==> src/rtl/div_operand_issue_pkg.sv <==
// Shared widths and constants for the divider operand issue block.
// The divide-by-zero quotient is the all-ones pattern that the block itself substitutes.
package div_pkg;

    localparam int DIV_WIDTH      = 4;
    localparam int DIV_FIFO_DEPTH = 4;

    localparam logic [DIV_WIDTH-1:0] DIV_DZ_QUOTIENT = {DIV_WIDTH{1'b1}};

endpackage

==> src/rtl/div_operand_issue_if.sv <==
// Operand request and result handshakes between a producer/consumer and div_operand_issue.
// The slave modport is the issue block's view; the master modport is the environment's view.
interface div_operand_issue_if #(
    parameter int WIDTH = 4
);

    logic             in_valid;
    logic             in_ready;
    logic [WIDTH-1:0] in_dividend;
    logic [WIDTH-1:0] in_divisor;

    logic             out_valid;
    logic             out_ready;
    logic [WIDTH-1:0] out_quotient;
    logic [WIDTH-1:0] out_remainder;
    logic             out_div_by_zero;

    modport slave (
        input  in_valid, in_dividend, in_divisor, out_ready,
        output in_ready, out_valid, out_quotient, out_remainder, out_div_by_zero
    );

    modport master (
        output in_valid, in_dividend, in_divisor, out_ready,
        input  in_ready, out_valid, out_quotient, out_remainder, out_div_by_zero
    );

endinterface

==> src/rtl/div_operand_issue_fifo.sv <==
// Synchronous operand-pair FIFO with occupancy count; pointers wrap modulo DEPTH.
// Pushes while full and pops while empty are ignored, so callers may drive them freely.
module div_op_fifo #(
    parameter int DW    = 8,
    parameter int DEPTH = 4
) (
    input  logic                       clk,
    input  logic                       rst,
    input  logic                       push,
    input  logic [DW-1:0]              push_data,
    input  logic                       pop,
    output logic [DW-1:0]              pop_data,
    output logic                       full,
    output logic                       empty,
    output logic [$clog2(DEPTH):0]     count
);

    localparam int AW = $clog2(DEPTH);

    logic [DW-1:0] mem [DEPTH];
    logic [AW-1:0] wr_ptr;
    logic [AW-1:0] rd_ptr;
    logic          do_push;
    logic          do_pop;

    assign full     = (count == (AW+1)'(DEPTH));
    assign empty    = (count == '0);
    assign do_push  = push && !full;
    assign do_pop   = pop && !empty;
    assign pop_data = mem[rd_ptr];

    // Storage needs no reset: an entry is only read after it has been written.
    always_ff @(posedge clk) begin
        if (do_push) begin
            mem[wr_ptr] <= push_data;
        end
    end

    always_ff @(posedge clk or posedge rst) begin
        if (rst) begin
            wr_ptr <= '0;
            rd_ptr <= '0;
            count  <= '0;
        end else begin
            if (do_push) begin
                wr_ptr <= wr_ptr + 1'b1;
            end
            if (do_pop) begin
                rd_ptr <= rd_ptr + 1'b1;
            end
            case ({do_push, do_pop})
                2'b10:   count <= count + 1'b1;
                2'b01:   count <= count - 1'b1;
                default: count <= count;
            endcase
        end
    end

endmodule

==> src/rtl/div_operand_issue.sv <==
// Feeds buffered dividend/divisor pairs to a combinational divider and registers its results.
// Divide-by-zero is resolved here, so divider outputs for a zero divisor never reach the consumer.
module div_operand_issue
    import div_pkg::*;
#(
    parameter int WIDTH = DIV_WIDTH,
    parameter int DEPTH = DIV_FIFO_DEPTH
) (
    input  logic                   clk,
    input  logic                   rst,
    div_operand_issue_if.slave     bus,
    output logic [WIDTH-1:0]       div_dividend,
    output logic [WIDTH-1:0]       div_divisor,
    input  logic [WIDTH-1:0]       div_quotient,
    input  logic [WIDTH-1:0]       div_remainder,
    output logic [$clog2(DEPTH):0] fifo_count
);

    logic [2*WIDTH-1:0] head_pair;
    logic               fifo_full;
    logic               fifo_empty;
    logic               issue_valid;
    logic               adv_out;
    logic               adv_issue;

    logic               out_valid;
    logic [WIDTH-1:0]   out_quotient;
    logic [WIDTH-1:0]   out_remainder;
    logic               out_div_by_zero;

    assign bus.in_ready        = !fifo_full;
    assign bus.out_valid       = out_valid;
    assign bus.out_quotient    = out_quotient;
    assign bus.out_remainder   = out_remainder;
    assign bus.out_div_by_zero = out_div_by_zero;

    // Each stage advances only when the stage downstream of it is empty or draining.
    assign adv_out   = issue_valid && (!out_valid || bus.out_ready);
    assign adv_issue = !fifo_empty && (!issue_valid || adv_out);

    div_op_fifo #(
        .DW    (2*WIDTH),
        .DEPTH (DEPTH)
    ) u_fifo (
        .clk       (clk),
        .rst       (rst),
        .push      (bus.in_valid),
        .push_data ({bus.in_dividend, bus.in_divisor}),
        .pop       (adv_issue),
        .pop_data  (head_pair),
        .full      (fifo_full),
        .empty     (fifo_empty),
        .count     (fifo_count)
    );

    always_ff @(posedge clk or posedge rst) begin
        if (rst) begin
            issue_valid  <= 1'b0;
            div_dividend <= '0;
            div_divisor  <= '0;
        end else if (adv_issue) begin
            issue_valid  <= 1'b1;
            div_dividend <= head_pair[2*WIDTH-1:WIDTH];
            div_divisor  <= head_pair[WIDTH-1:0];
        end else if (adv_out) begin
            issue_valid  <= 1'b0;
        end
    end

    // A zero divisor bypasses the divider's (undefined) outputs with a fixed result.
    always_ff @(posedge clk or posedge rst) begin
        if (rst) begin
            out_valid       <= 1'b0;
            out_quotient    <= '0;
            out_remainder   <= '0;
            out_div_by_zero <= 1'b0;
        end else if (adv_out) begin
            out_valid <= 1'b1;
            if (div_divisor == '0) begin
                out_quotient    <= DIV_DZ_QUOTIENT;
                out_remainder   <= div_dividend;
                out_div_by_zero <= 1'b1;
            end else begin
                out_quotient    <= div_quotient;
                out_remainder   <= div_remainder;
                out_div_by_zero <= 1'b0;
            end
        end else if (bus.out_ready) begin
            out_valid <= 1'b0;
        end
    end

endmodule
==> src/flat_wrapper.sv <==
// flat-port wrapper written by rule: the top's interface ports become plain ports
module div_operand_issue_flat import div_pkg::*;
#(
    parameter int WIDTH = DIV_WIDTH,
    parameter int DEPTH = DIV_FIFO_DEPTH
)
  (clk, rst, div_dividend, div_divisor, div_quotient, div_remainder, fifo_count, bus_in_valid, bus_in_dividend, bus_in_divisor, bus_out_ready, bus_in_ready, bus_out_valid, bus_out_quotient, bus_out_remainder, bus_out_div_by_zero);
  div_operand_issue_if #(.WIDTH(WIDTH)) bus_i ();
  input  logic clk;
  input  logic rst;
  output logic [WIDTH-1:0] div_dividend;
  output logic [WIDTH-1:0] div_divisor;
  input  logic [WIDTH-1:0] div_quotient;
  input  logic [WIDTH-1:0] div_remainder;
  output logic [$clog2(DEPTH):0] fifo_count;
  input wire logic [$bits(bus_i.in_valid)-1:0] bus_in_valid;
  input wire logic [$bits(bus_i.in_dividend)-1:0] bus_in_dividend;
  input wire logic [$bits(bus_i.in_divisor)-1:0] bus_in_divisor;
  input wire logic [$bits(bus_i.out_ready)-1:0] bus_out_ready;
  output wire logic [$bits(bus_i.in_ready)-1:0] bus_in_ready;
  output wire logic [$bits(bus_i.out_valid)-1:0] bus_out_valid;
  output wire logic [$bits(bus_i.out_quotient)-1:0] bus_out_quotient;
  output wire logic [$bits(bus_i.out_remainder)-1:0] bus_out_remainder;
  output wire logic [$bits(bus_i.out_div_by_zero)-1:0] bus_out_div_by_zero;
  assign bus_i.in_valid = bus_in_valid;
  assign bus_i.in_dividend = bus_in_dividend;
  assign bus_i.in_divisor = bus_in_divisor;
  assign bus_i.out_ready = bus_out_ready;
  assign bus_in_ready = bus_i.in_ready;
  assign bus_out_valid = bus_i.out_valid;
  assign bus_out_quotient = bus_i.out_quotient;
  assign bus_out_remainder = bus_i.out_remainder;
  assign bus_out_div_by_zero = bus_i.out_div_by_zero;
  div_operand_issue #(.WIDTH(WIDTH), .DEPTH(DEPTH)) u_core (.clk(clk), .rst(rst), .bus(bus_i), .div_dividend(div_dividend), .div_divisor(div_divisor), .div_quotient(div_quotient), .div_remainder(div_remainder), .fifo_count(fifo_count));
endmodule
==> config.mk <==
export PLATFORM = sky130hd
export DESIGN_NAME = div_operand_issue_flat
export DESIGN_NICKNAME = d
export VERILOG_FILES = /design/src/rtl/div_operand_issue_pkg.sv /design/src/rtl/div_operand_issue_if.sv /design/src/rtl/div_operand_issue_fifo.sv /design/src/rtl/div_operand_issue.sv /design/src/flat_wrapper.sv
export SDC_FILE = /design/constraint.sdc
export NUM_CORES = 1
export LEC_CHECK = 0
export BUFFER_PORTS_ARGS = -buffer_cell sky130_fd_sc_hd__buf_2
export CELL_PAD_IN_SITES_DETAIL_PLACEMENT = 2
export CELL_PAD_IN_SITES_GLOBAL_PLACEMENT = 2
export CORE_ASPECT_RATIO = 1.25
export CORE_MARGIN = 2
export CORE_UTILIZATION = 45
export CTS_BUF_LIST = sky130_fd_sc_hd__clkbuf_8
export DETAILED_ROUTE_END_ITERATION = 8
export GPL_TIMING_DRIVEN = 0
export PLACE_DENSITY = 0.95
export SETUP_SLACK_MARGIN = 0.15
export SYNTH_ARGS = -nofsm -noshare
export SYNTH_HDL_FRONTEND = slang
export SYNTH_SLANG_ARGS = --single-unit
==> constraint.sdc <==
create_clock -name clk -period 3.81 [get_ports clk]
set_input_delay 0.762 -clock clk [delete_from_list [all_inputs] [get_ports clk]]
set_output_delay 0.762 -clock clk [all_outputs]
set_load 0.02 [all_outputs]
Word-level counts from Yosys, hierarchy flattened
Memory sizes are Yosys's and may differ from the RTL's. A register that Yosys moved wholly into a read port is not among the register bits.
Cells that the tools add are included.
{ "word_totals": {"ff_bits": 18, "n_memories": 1, "elab_cells": 41, "in_bits": 20, "ram_bits": 32, "output_inout_bits": 22} }
{ "memory_table": {"columns": ["memory", "words", "width", "rd", "rd_clocked_by_memory_dff", "write_ports", "line_no", "text"], "rows": [
  ["u_core.u_fifo.mem", 4, 8, 1, 1, 1, "div_operand_issue_fifo.sv:20", "logic [DW-1:0] mem [DEPTH];"]
]} }
{ "op_classes": {"reduce_logical": 15, "eq_ne": 3, "mux": 10, "addsub": 4} }
{ "op_table": {"columns": ["op", "count"], "rows": [
  ["two-way mux 4 bit", 2],
  ["two-way mux 1 bit", 7],
  ["one-hot mux 3 bit (2 select lines)", 1],
  ["nonzero test 2 bit", 3],
  ["adder 2 x 1 -> 2 bit (second input constant)", 2],
  ["logical AND 1 bit", 4],
  ["zero test 1 bit", 4],
  ["zero test 4 bit", 1],
  ["adder 3 x 1 -> 3 bit (second input constant)", 1],
  ["== test 3 bit (second input constant)", 1],
  ["zero test 3 bit", 1],
  ["subtractor 3 x 1 -> 3 bit (second input constant)", 1],
  ["== test 2 x 1 -> 1 bit (second input constant)", 1],
  ["== test 2 bit (second input constant)", 1],
  ["logical OR 1 bit", 2]
]} }

Longest topological paths before layout
{ "logic_depth": {"ltp_word": 8, "mapped_depth": 9, "ltp_nobuf": 9} }

Cells and area by module
From an unflattened synthesis, not the netlist that was laid out.
{ "unflattened": {"hier_cells": 137, "area_unflattened_um2": 2442.3} }
{ "by_module_without_submodules": {"columns": ["module", "area_each_um2", "seq_area_each_um2", "n_inst", "cells_per_inst"], "rows": [
  ["div_op_fifo", 1596.5, 1136.1, 1, 80],
  ["div_operand_issue", 845.8, 475.5, 1, 57]
]} }

Least setup slack after synthesis
Ideal clock, no wire load.
{ "synth_timing": {"path_type": "input to register", "from": "input port bus_out_ready", "to": "register u_core.u_fifo.count[2]", "t_arrival_ns": 2.197, "path_buffers": 1, "setup_slack_ns": 1.533, "cell_stages": 9, "path_cell_list": "nand3b_1 o31a_2 buf_2 ha_1 inv_1 fa_1 xor2_1 nor2_1 xor2_1"} }
{ "synth_via": {"elab_chain_len": 7, "word_cells_on_any_way": 9, "cone_classes": "eq/ne (2); mux (1); reduce/logical (6)"} }
{ "synth_rtl": {"columns": ["element", "line_no", "text"], "rows": [
  ["start: declaration", "flat_wrapper.sv:19", "input wire logic [$bits(bus_i.out_ready)-1:0] bus_out_ready;"],
  ["logical OR 1 bit (*)", "div_operand_issue.sv:38", "assign adv_out = issue_valid && (!out_valid || bus.out_ready);"],
  ["logical AND 1 bit (*)", "div_operand_issue.sv:38", null],
  ["logical OR 1 bit (*)", "div_operand_issue.sv:39", "assign adv_issue = !fifo_empty && (!issue_valid || adv_out);"],
  ["logical AND 1 bit (*)", "div_operand_issue.sv:39", null],
  ["via u_core.adv_issue", "div_operand_issue.sv:24", "logic adv_issue;"],
  ["logical AND 1 bit (*)", "div_operand_issue_fifo.sv:29", "assign do_pop = pop && !empty;"],
  ["== test 2 x 1 -> 1 bit / == test 2 bit (equally long branches)", "div_operand_issue_fifo.sv:51", "case ({do_push, do_pop})"],
  ["one-hot mux 3 bit (2 select lines) / nonzero test 2 bit (equally long branches)", null, null],
  ["end signal: assignment", "div_operand_issue_fifo.sv:52", "2'b10: count <= count + 1'b1;"],
  ["end signal: assignment", "div_operand_issue_fifo.sv:53", "2'b01: count <= count - 1'b1;"],
  ["end signal: assignment", "div_operand_issue_fifo.sv:54", "default: count <= count;"],
  ["end: declaration", "div_operand_issue_fifo.sv:15", "output logic [$clog2(DEPTH):0] count"]
]} }
The timed path passes the listed nets; every way through them passes the cells marked *.
A chain may end at the register's enable or synchronous reset.

Worst setup path after layout
{ "layout_timing": {"from": "register u_core.u_fifo.count[0]", "to": "register u_core.u_fifo.count[2]"} }
{ "layout_via": {"elab_chain_len": 6, "word_cells_on_any_way": 13, "cone_classes": "add/sub (2); eq/ne (3); mux (1); reduce/logical (7)"} }
{ "layout_rtl": {"columns": ["element", "line_no", "text"], "rows": [
  ["zero test 3 bit", "div_operand_issue_fifo.sv:27", "assign empty = (count == '0);"],
  ["zero test 1 bit", "div_operand_issue_fifo.sv:29, div_operand_issue.sv:39", null],
  ["logical AND 1 bit", "div_operand_issue.sv:39", null],
  ["logical AND 1 bit", "div_operand_issue_fifo.sv:29", null],
  ["== test 2 x 1 -> 1 bit / == test 2 bit (equally long branches)", "div_operand_issue_fifo.sv:51", null],
  ["one-hot mux 3 bit (2 select lines) / nonzero test 2 bit (equally long branches)", null, null]
]} }
Several ways; a longest one is shown, not always the timed one.

==> reports/metrics.yaml <==
detailed_routing:
  wl_per_cell_um: 21.3
  drt_pre_antenna_iters: 4
  vias: 1319
  drc: 0
  wl_mm: 5.37
  final_antenna_net_count: 0
  viasPerCell: 5.23
  drt-initial-drc-count: 26
setup_path:
  critPathLaunchType: "flip-flop"
  cp.arrival_ps: 2530
  crit_family: "simple AND/OR/NAND/NOR gates"
  critPathMaxFanout: 6
  path_cells: "or3b_4 > and2_4 > inv_1 > ha_1 > inv_1 > fa_1 > xor2_1 > nor2_1 > xor2_1"
  crit_path_top_delay_cell: "or3b_4"
  required_ps: 4080
  regToRegSetupSlack_ps: 1550
  cpPeakStageDelay_ps: 460
  path_buf_inv: 2
  crit_path_end_kind: "flip-flop"
  setup.worst_path.class: "reg -> reg"
die:
  die_h_um: 84.8
  die_width_um: 68.7
  dieArea_mm2: 0.00583
  ios: 42
  fp-row-count: 29
  core_area_mm2: 0.00504
  start_util: 0.466
yosys:
  syn-instance-count: 133
  ys_ff_latch: 58
  synth_fp_nets: 159
  synth_cell_types: 28
  yosysSeqAreaShare: 0.685
  ys_warn_count: 0
  mappedNetlistArea_mm2: 0.00235
  synth.avg_cell_area_um2: 17.7
clock_network:
  cts_buffers: 9
  post_cts_buffers: 0
  clockBufferDepth: 2
  hold_buffers: 0
  clock_sinks: 58
  cts.clk_slew.worst_paths_ps: 70
  cts_root_buffer: "clkbuf_8"
  cts_resized: 0
  worstSkewPairLatency_ps: 350
  cts_tree: "yes"
  htree_levels: 3
job:
  cap_viol_max_count: 0
sta:
  fin_skew_ps: 7.72
  fin_setup_tns_ps: 0
  hold_viol: 0
  whs_ps: 511
  fmax_mhz: 443
  layout_setup_ws_ps: 1550
  fin_crit_sh: 0.593
  tightest_slew_ps: 1070
  relSlewSlack: 0.287
  fin_crit_ps: 2260
  setup_violations: 0
  rsz0062_at_grt: "no"
  drv_slew: 0
grt:
  grt_first_pass_wirelength_mm: 8.48
  gr-total-overflow: 0
  track_usage: 0.216
  grt_pass1_vias: 1579
  antenna_found_initial: 0
  grt_max_degree: 27
final_layout:
  antenna_cells: 0
  drive_gt1_frac: 0.453
  layout_common_cells: "buf_2, edfxtp_1, dfrtp_1"
  area_delta_synth_final_pct: 20.6
  nets: 211
  final_cell_area_mm2: 0.00284
  nFillCells: 437
  instances_no_fill: 252
  mostFrequentLayoutCell: "buf_2"
  final_core_util: 0.562
place:
  gp_congestion: 0.670
  place_area_mm2: 0.00264
  hpwl_mm: 3.96
  port_buffers: 41
  dp_worst_setup_slack_ps: 1230
  dp.cells: 236
pwr:
  leakagePower_nw: 1.14
  finalPower_mw: 2.43
  power_density_mw_per_mm2: 857
  irDropWorstVdd_mv: 0.489
status:
  outcome: "complete, no violations"
worst_hold_path:
  min_path_type: "reg -> reg"
==> area by class of cell <==
type,instances,area (um2),share of cell area
Timing Repair Buffer,41,205,0.0723
Tap cell,62,77.6,0.0273
Buffer,4,21.3,0.00750
Clock buffer,9,124,0.0437
Clock inverter,7,77.6,0.0273
Multi-Input combinational cell,64,693,0.244
Inverter,7,26.3,0.00926
Sequential cell,58,1610,0.568
==> synthesized netlist by cell type <==
cell / count / share of area
edfxtp_1: 32 / 0.41
dfrtp_1: 26 / 0.28
mux2_2: 9 / 0.043
a21oi_1: 8 / 0.017
mux4_2: 8 / 0.077
inv_1: 7 / 0.011
ha_1: 5 / 0.027
mux2i_1: 5 / 0.021
and3_2: 4 / 0.013
o22a_1: 4 / 0.015
xor2_1: 4 / 0.015
buf_2: 2 / 0.0043
nand2b_1: 2 / 0.0053
nand3b_1: 2 / 0.0064
xnor2_1: 2 / 0.0074
and2_1: 1 / 0.0027
and2_4: 1 / 0.0037
and3b_1: 1 / 0.0037
buf_4: 1 / 0.0032
clkbuf_1: 1 / 0.0016
fa_1: 1 / 0.0085
mux2_4: 1 / 0.0064
nand2_1: 1 / 0.0016
nor2_1: 1 / 0.0016
nor3_1: 1 / 0.0021
nor4_4: 1 / 0.0090
o31a_2: 1 / 0.0043
or3b_4: 1 / 0.0048
==> worst paths after layout <==
check                                           start                     endpoint  depth (start not counted)
min in group asynchronous                         rst  u_core.bus.out_remainder[1]                          2
max in group asynchronous                         rst      u_core.u_fifo.wr_ptr[1]                          2
hold / removal             u_core.bus.out_quotient[0]   u_core.bus.out_quotient[0]                          1
hold reg to reg            u_core.bus.out_quotient[0]   u_core.bus.out_quotient[0]                          1
setup / recovery               u_core.u_fifo.count[0]       u_core.u_fifo.count[2]                          9
setup reg to reg               u_core.u_fifo.count[0]       u_core.u_fifo.count[2]                          9
==> power breakdown <==
part,switching (mW),internal (mW),leakage (nW)
Sequential,0.135,0.867,0.588
Clock,0.266,0.305,0.0885
Combinational,0.475,0.383,0.462
Total,0.876,1.56,1.14
==> flip-flops by register name (all words and copies together), names as in the netlist <==
name and count:
u_core.u_fifo.mem 32, u_core.bus.out_quotient 4, u_core.bus.out_remainder 4, u_core.div_dividend 4, u_core.div_divisor 4, u_core.u_fifo.count 3, u_core.u_fifo.rd_ptr 2, u_core.u_fifo.wr_ptr 2
u_core.bus.out_div_by_zero 1, u_core.bus.out_valid 1, u_core.issue_valid 1
==> metal layers <==
metal | wire, um | vias up | GRT usage
met3 | 295 | 18 | 0.0570
li1 | - | 601 | -
met2 | 2940 | 45 | 0.361
met5 | 0 | - | 0
met4 | 175 | 0 | 0.129
met1 | 1970 | 655 | 0.240
==> cells by family after synthesis <==
group	count (synthesis)	share of synthesized area
adders and majority gates	6	0.0351
xor gates and xnor gates	6	0.0223
buffers and inverters	11	0.0202
DFF	58	0.685
muxes	23	0.147
AOI/OAI and AO/OA	13	0.0362
and+or+nand+nor	16	0.0537
==> worst register-to-register path: stages (launching register included) <==
cell	delay [ps]
dfrtp_1	450
or3b_4	460
and2_4	190
inv_1	60
ha_1	180
inv_1	60
fa_1	370
xor2_1	150
nor2_1	110
xor2_1	150
Note: power is estimated with default switching activity, not from simulation.
